===== src/rtl/stack_display_driver.sv =====
// Shows the processor's top or second stack word on a 4-digit multiplexed
// common-anode 7-segment display. A debounced push button freezes the shown value.
module stack_display_driver #(
  parameter int REFRESH_DIV     = 100000,
  parameter int DEBOUNCE_CYCLES = 500000
) (
  input  logic        CLK,
  input  logic        reset,
  input  logic [15:0] top_of_stack,
  input  logic [15:0] second_of_stack,
  input  logic        show_second,
  input  logic        hold_btn,
  output logic [6:0]  seg,
  output logic        dp,
  output logic [3:0]  an,
  output logic        held
);

  localparam int PW = $clog2(REFRESH_DIV);
  localparam int DW = $clog2(DEBOUNCE_CYCLES);
  localparam logic [PW-1:0] PRE_LAST = PW'(REFRESH_DIV - 1);
  localparam logic [DW-1:0] DB_LAST  = DW'(DEBOUNCE_CYCLES - 1);

  logic          r_sel_meta, r_sel_sync;
  logic          r_btn_meta, r_btn_sync;
  logic [DW-1:0] r_db_cnt;
  logic          r_db, r_db_prev;
  logic          r_held;
  logic [15:0]   r_snap;
  logic [PW-1:0] r_pre;
  logic [1:0]    r_digit;
  logic [6:0]    r_seg;
  logic          r_dp;
  logic [3:0]    r_an;

  logic          w_toggle;
  logic [3:0]    w_nibble;

  function automatic logic [6:0] f_hex(input logic [3:0] n);
    case (n)
      4'h0: f_hex = 7'b1000000;
      4'h1: f_hex = 7'b1111001;
      4'h2: f_hex = 7'b0100100;
      4'h3: f_hex = 7'b0110000;
      4'h4: f_hex = 7'b0011001;
      4'h5: f_hex = 7'b0010010;
      4'h6: f_hex = 7'b0000010;
      4'h7: f_hex = 7'b1111000;
      4'h8: f_hex = 7'b0000000;
      4'h9: f_hex = 7'b0010000;
      4'hA: f_hex = 7'b0001000;
      4'hB: f_hex = 7'b0000011;
      4'hC: f_hex = 7'b1000110;
      4'hD: f_hex = 7'b0100001;
      4'hE: f_hex = 7'b0000110;
      default: f_hex = 7'b0001110;
    endcase
  endfunction

  assign w_toggle = r_db & ~r_db_prev;
  assign w_nibble = r_snap[{r_digit, 2'b00} +: 4];

  always_ff @(posedge CLK or negedge reset) begin
    if (!reset) begin
      r_sel_meta <= 1'b0;
      r_sel_sync <= 1'b0;
      r_btn_meta <= 1'b0;
      r_btn_sync <= 1'b0;
    end else begin
      r_sel_meta <= show_second;
      r_sel_sync <= r_sel_meta;
      r_btn_meta <= hold_btn;
      r_btn_sync <= r_btn_meta;
    end
  end

  // Any sample that agrees with the current level restarts the stability count.
  always_ff @(posedge CLK or negedge reset) begin
    if (!reset) begin
      r_db_cnt  <= '0;
      r_db      <= 1'b0;
      r_db_prev <= 1'b0;
    end else begin
      r_db_prev <= r_db;
      if (r_btn_sync != r_db) begin
        if (r_db_cnt == DB_LAST) begin
          r_db     <= ~r_db;
          r_db_cnt <= '0;
        end else begin
          r_db_cnt <= r_db_cnt + 1'b1;
        end
      end else begin
        r_db_cnt <= '0;
      end
    end
  end

  // Snapshot still loads on the edge that freezes, so the frozen value is the latest one.
  always_ff @(posedge CLK or negedge reset) begin
    if (!reset) begin
      r_held <= 1'b0;
      r_snap <= 16'h0000;
    end else begin
      if (w_toggle) r_held <= ~r_held;
      if (!r_held) r_snap <= r_sel_sync ? second_of_stack : top_of_stack;
    end
  end

  always_ff @(posedge CLK or negedge reset) begin
    if (!reset) begin
      r_pre   <= '0;
      r_digit <= 2'd0;
    end else if (r_pre == PRE_LAST) begin
      r_pre   <= '0;
      r_digit <= r_digit + 2'd1;
    end else begin
      r_pre <= r_pre + 1'b1;
    end
  end

  always_ff @(posedge CLK or negedge reset) begin
    if (!reset) begin
      r_an  <= 4'b1110;
      r_seg <= 7'b1000000;
      r_dp  <= 1'b1;
    end else begin
      r_an  <= ~(4'b0001 << r_digit);
      r_seg <= f_hex(w_nibble);
      r_dp  <= ~((r_digit == 2'd0) & r_held);
    end
  end

  assign an   = r_an;
  assign seg  = r_seg;
  assign dp   = r_dp;
  assign held = r_held;

endmodule

===== config.mk =====
export PLATFORM = sky130hd
export DESIGN_NAME = stack_display_driver
export DESIGN_NICKNAME = d
export VERILOG_FILES = /design/src/rtl/stack_display_driver.sv
export SDC_FILE = /design/constraint.sdc
export NUM_CORES = 1
export LEC_CHECK = 0
export BUFFER_PORTS_ARGS = -buffer_cell sky130_fd_sc_hd__buf_2
export CAP_MARGIN = 20
export CORE_ASPECT_RATIO = 0.8
export CORE_MARGIN = 1.5
export CORE_UTILIZATION = 54
export CTS_CLUSTER_DIAMETER = 50
export CTS_CLUSTER_SIZE = 14
export DETAILED_ROUTE_END_ITERATION = 7
export PLACE_DENSITY = 0.82
export SETUP_SLACK_MARGIN = 0.02
export SKIP_LAST_GASP = 1
export SLEW_MARGIN = 10
export SYNTH_ARGS = -nofsm -noshare
export SYNTH_HDL_FRONTEND = slang
export SYNTH_SLANG_ARGS = --single-unit

===== constraint.sdc =====
create_clock -name CLK -period 2.3 [get_ports CLK]
set_input_delay 0.23 -clock CLK [delete_from_list [all_inputs] [get_ports CLK]]
set_output_delay 0.23 -clock CLK [all_outputs]
set_load 0.02 [all_outputs]

After elaboration in Yosys (flattened, before gate mapping). Memory sizes are Yosys's and may differ from the RTL's. A register that Yosys moved wholly into a read port is not among the register bits. Index checks and enable logic that the tools add are counted.

Mux-type cells: 4. Bitwise gates (word level): 7. Shift-type cells: 2. Eq/ne operators: 3. Add/sub/neg operators: 3. Reduce and logical (&&, ||, !) cells: 3.

Operators with widths (count): two-way mux 19 bit (2); adder 19 x 1 -> 19 bit (second input constant) (1); == test 19 bit (second input constant) (1); adder 17 x 1 -> 17 bit (second input constant) (1); == test 17 bit (second input constant) (1); two-way mux 17 bit (1); two-way mux 16 bit (1); variable part select 16 x 5 -> 4 bit (1); NOT 1 bit (4); NOT 4 bit (1); left shift 1 x 2 -> 4 bit (first input constant) (1); adder 2 x 1 -> 2 bit (second input constant) (1); AND 1 bit (2); logical NOT 2 bit (1); AND reduction 2 bit (1); logical NOT 1 bit (1); != test 1 bit (1).

Output and inout port bits: 13. Bits in read-only memories: 112. Register bits after elaboration: 66. Word-level logic and storage cells: 36. Memories kept: 1.

Memories: (no name shown) (depth 16, bits a word 7, read ports 1, clocked after Yosys merged registers in 1, write ports 0, line 40) `case (n)`.

Logic depth before layout (Yosys ltp).
Depth in word-level cells: 3. Gate-level depth with buffers: 7. Gate-level depth less buffers: 6.

Least setup slack after synthesis. OpenSTA, ideal clock, no wires.

Path type: reg2reg. From: register r_db_cnt[0]. To: register r_db_cnt[11]. Setup slack: 510 ps. Data arrival time: 1671 ps. Cell stages (with the launch flop): 8. Buffers on the path: 2. Clock period less this slack: 1790 ps. Setup time: 119 ps. Cells stage by stage: dfrtp_1 ha_1 and4_2 clkbuf_1 nand3_1 o21ai_2 buf_4 nor2_1.

Word-level cells in the longest chain between the ends: 3.

RTL lines: start: declaration (line 26) `logic [DW-1:0] r_db_cnt;`; start signal: assignment (line 90) `r_db_cnt <= r_db_cnt + 1'b1;`; adder 19 x 1 -> 19 bit / == test 19 bit (equally long branches) (line 90, 86); two-way mux 19 bit (*) (line 86) `if (r_db_cnt == DB_LAST) begin`; two-way mux 19 bit (*) (line 85) `if (r_btn_sync != r_db) begin`.

Mark *: on every way between the ends. The rest lies on a longest branch, timed or not. A chain may end at the register's enable or synchronous reset.

Worst setup path in the final report.
From: register r_digit[0]. To: register r_seg[0], in the netlist seg[0].

Word-level cells in the longest chain between the ends: 1.

RTL lines: start: declaration (line 31) `logic [1:0] r_digit;`; start signal: assignment (line 115) `r_digit <= r_digit + 2'd1;`; variable part select 16 x 5 -> 4 bit (line 61) `assign w_nibble = r_snap[{r_digit, 2'b00} +: 4];`; end: declaration (line 32) `logic [6:0] r_seg;`.

Every way passes these cells.

==> impl_metrics.toml <==
[run_status]
status = "completed"

[worst_setup_path]
start_kind = "register"
rrSetupSlack_ns = 0.32
cp-startpoint = "r_digit[0]"
path_class = "register to register"
worstReg2RegStart = "r_digit[0]"
crit_top_cell = "inv_1"
required_ns = 2.56
cp_cell_sequence = "mux4_2, inv_1, ha_1, inv_1, o31ai_1"
cp-endpoint = "seg[0]"
critPathCaptureType = "register"
r2r_end = "seg[0]"
crit_slowest_cell = "mux4_2"
crit_arrival_ns = 2.24
worst-path-max-fanout = 7
r2r_cells = 5
cpPeakStageDelay_ns = 0.64

[yosys]
yosys_register_bits = 73
yosys-top-cells-area = "dfrtp_1 49%, xnor2_1 5.0%, mux2i_1 4.6%"
ys_warn_count = 0
ys_types = 43
synth_top_area_share_pct = 48.6
yosysMostFrequentCell = "dfrtp_1"
synth_area_um2 = 3500
ys.flop_type = "dfrtp_1"
synth_top_cell_by_area = "dfrtp_1"
synth_seq_area_share_pct = 52.4
synth_edf_count = 0
async_flop_share_pct = 100
synth_cells = 322
synth.avg_cell_area_um2 = 10.9
syn_nets = 370
synthTopCellsByCount = "68 x dfrtp_1, 33 x nand2_1, 29 x nor2_1, 20 x o21ai_0, 20 x xnor2_1"

[die]
num_io_pins = 49
core_um2 = 6310
die_y_um = 75.0
dieArea_um2 = 6980
fp-row-count = 26
die_x_um = 93.0
initial_core_util_pct = 55.5

[placed_design]
place_congestion = 0.927
dp_worst_setup_slack_ns = 0.330
placed_area_um2 = 3830
hpwl_um = 4900
io_buffers = 48

[sta]
hold_viol = 0
clock-skew-final_ns = 0.00842
setup_tns_ns = 0
fin_ws_ns = 0.323
period_needed_ns = 1.98
slew_violations = 0
rsz0062_at_grt = "no"
finalSetupViolations = 0
fin_crit_sh_pct = 86.0
max_slew.worst_pin.slew_ns = 0.470
clock.fmax_ghz = 0.506
slew_headroom_pct = 68.6

[clock_network]
h-tree-depth = 3
cts_tree = "done"
cts_buffer_depth = 2
cts-root-buf = "clkbuf_8"
clock-sinks = 73
clk_pin_slew_ns = 0.08
numCtsBuffers = 9
clk_latency_ns = 0.35
post_cts_buffers = 0

[cells_and_area]
multi_input_comb_area_um2 = 1560
fillers = 478
stdcell_area_um2 = 4110
fin_nets = 423
fin_util_pct = 65.1
n_antenna_cell = 0
area_growth_pct = 17.4
drive_gt1_share_pct = 23.2
regArea_um2 = 1830

[detailed_routing]
drtIter0Drc = 109
drt.antenna.violating_nets = 0
vias = 2525
drcViolationCount = 0
wire_per_inst_um = 14.6
routed_wl_um = 6790
firstDrtPassIters = 5
drt-vias-per-instance = 5.44

[grt]
grt_pass1_vias = 2376
grt_pass1_wl_um = 10900
grt.overflow.total = 0
antenna_found_initial = 0
track_usage_pct = 20.6
grt_max_degree = 74

[flow_run]
max_cap_viol_count = 0

[power_and_ir_drop]
internal_power_uw = 2170
power.density_nw_per_um2 = 676
p_comb_share_pct = 7.7
ir_drop_v = 0.000335
p_switching_uw = 607
pwr-share-seq_pct = 48.8
clockPowerShare_pct = 43.5
p_sw_share_pct = 21.9
power_leakage_uw = 0.00182

[worst_hold_path]
min_path_type = "input port to register"
-- worst min path at each step --
stage / end / start / cells past startpoint / slack [ns]
after detailed placement: seg[2] / reset / 2 / 0.29
final: r_snap[9] / top_of_stack[9] / 3 / 0.17
after CTS: r_snap[9] / top_of_stack[9] / 3 / 0.17
after global placement: seg[5] / reset / 2 / 0.28
after global routing: r_snap[11] / top_of_stack[11] / 3 / 0.19
after floorplan: an[0] / reset / 0 / -0.07
-- per-layer routing --
metal  routed length (um)  vias up  track usage, %  share of wire (%)
li1                     -     1218               -                  -
met1                 3000     1215            26.0                 44
met2                 3340       73            34.9                 49
met3                  306       19            4.65                4.5
met4                  139        0            9.09                2.0
met5                    0        -               0                  0
-- cell families (layout without fill, tap and decap cells) --
family          count (synthesis)  count (layout)  synth area share (%)
flops                          73              73                  52.4
compound gates                 36              36                  6.22
mux                            24              24                  8.44
xor+xnor                       31              31                  7.76
buf+inv                        26              84                  3.04
simple gates                  120             120                  17.9
fa+ha+maj                      12              12                  4.29
-- worst max-delay path, delay by kind of cell (launching register included) --
family / cells / cell delay, ns
adders and majority gates: 1 / 0.24
buffers and inverters: 2 / 0.22
AOI/OAI and AO/OA: 1 / 0.22
DFF: 1 / 0.57
muxes: 1 / 0.64
-- final cells by class --
| class | count | share of cell area (%) |
|---|---|---|
| clock buffers | 11 | 3.44 |
| clock inverters | 5 | 2.50 |
| flip-flops and latches | 73 | 44.6 |
| repair buffers | 56 | 7.80 |
| well taps | 84 | 2.56 |
| inverters | 12 | 1.10 |
| multi-input cells | 223 | 38.0 |
-- power by group through the flow --
| stage | Sequential, uW | Combinational (uW) | Clock [uW] |
|---|---|---|---|
| after global routing | 1360 | 239 | 1280 |
| after detailed placement | 1380 | 212 | 0 |
| after CTS | 1360 | 216 | 1220 |
| final | 1350 | 213 | 1210 |
| after floorplan | 1390 | 96.4 | 0 |
| after global placement | 1380 | 202 | 0 |
-- through the flow --
stage          hold WS, ns  cells  power (uW)
2_1_floorplan      -0.0656    322        1490
3_3_place_gp         0.283    445        1580
3_5_place_dp         0.285    445        1590
4_1_cts              0.168    464        2800
5_1_grt              0.189    464        2880
6_report             0.166    464        2780
-- layout by cell type (no fill, tap or decap), types with 2 or more instances in the layout --
cell type / count
xor2_1: 11
o31ai_1: 3
bufinv_16: 3
nand3_1: 15
buf_2: 48
and3_1: 2
nand4_1: 9
mux2i_1: 16
nor4_1: 5
nor2b_1: 3
ha_1: 12
inv_1: 12
xnor2_1: 20
nand4_2: 2
dfstp_2: 5
nor2_1: 29
o21a_1: 3
mux2_2: 4
nand2_1: 33
and4_1: 4
dlygate4sd3_1: 3
dfrtp_1: 68
a21oi_1: 4
and2_1: 2
clkbuf_8: 10
mux4_2: 4
buf_4: 4
nor3_1: 4
o21ai_0: 20
nor4bb_1: 2
nand2b_1: 2
-- flip-flops by register name, indices dropped and copies added (netlist names), 2 cells and up --
register  flops
seg           7
r_snap       16
r_pre        17
an            4
r_db_cnt     19
r_digit       2
-- repair_timing --
item                                   CTS  global route
resized for setup                        0             0
hold buffers                             3             0
endpoints found under the hold margin   70             0
Note: power is estimated with default switching activity, not from simulation.
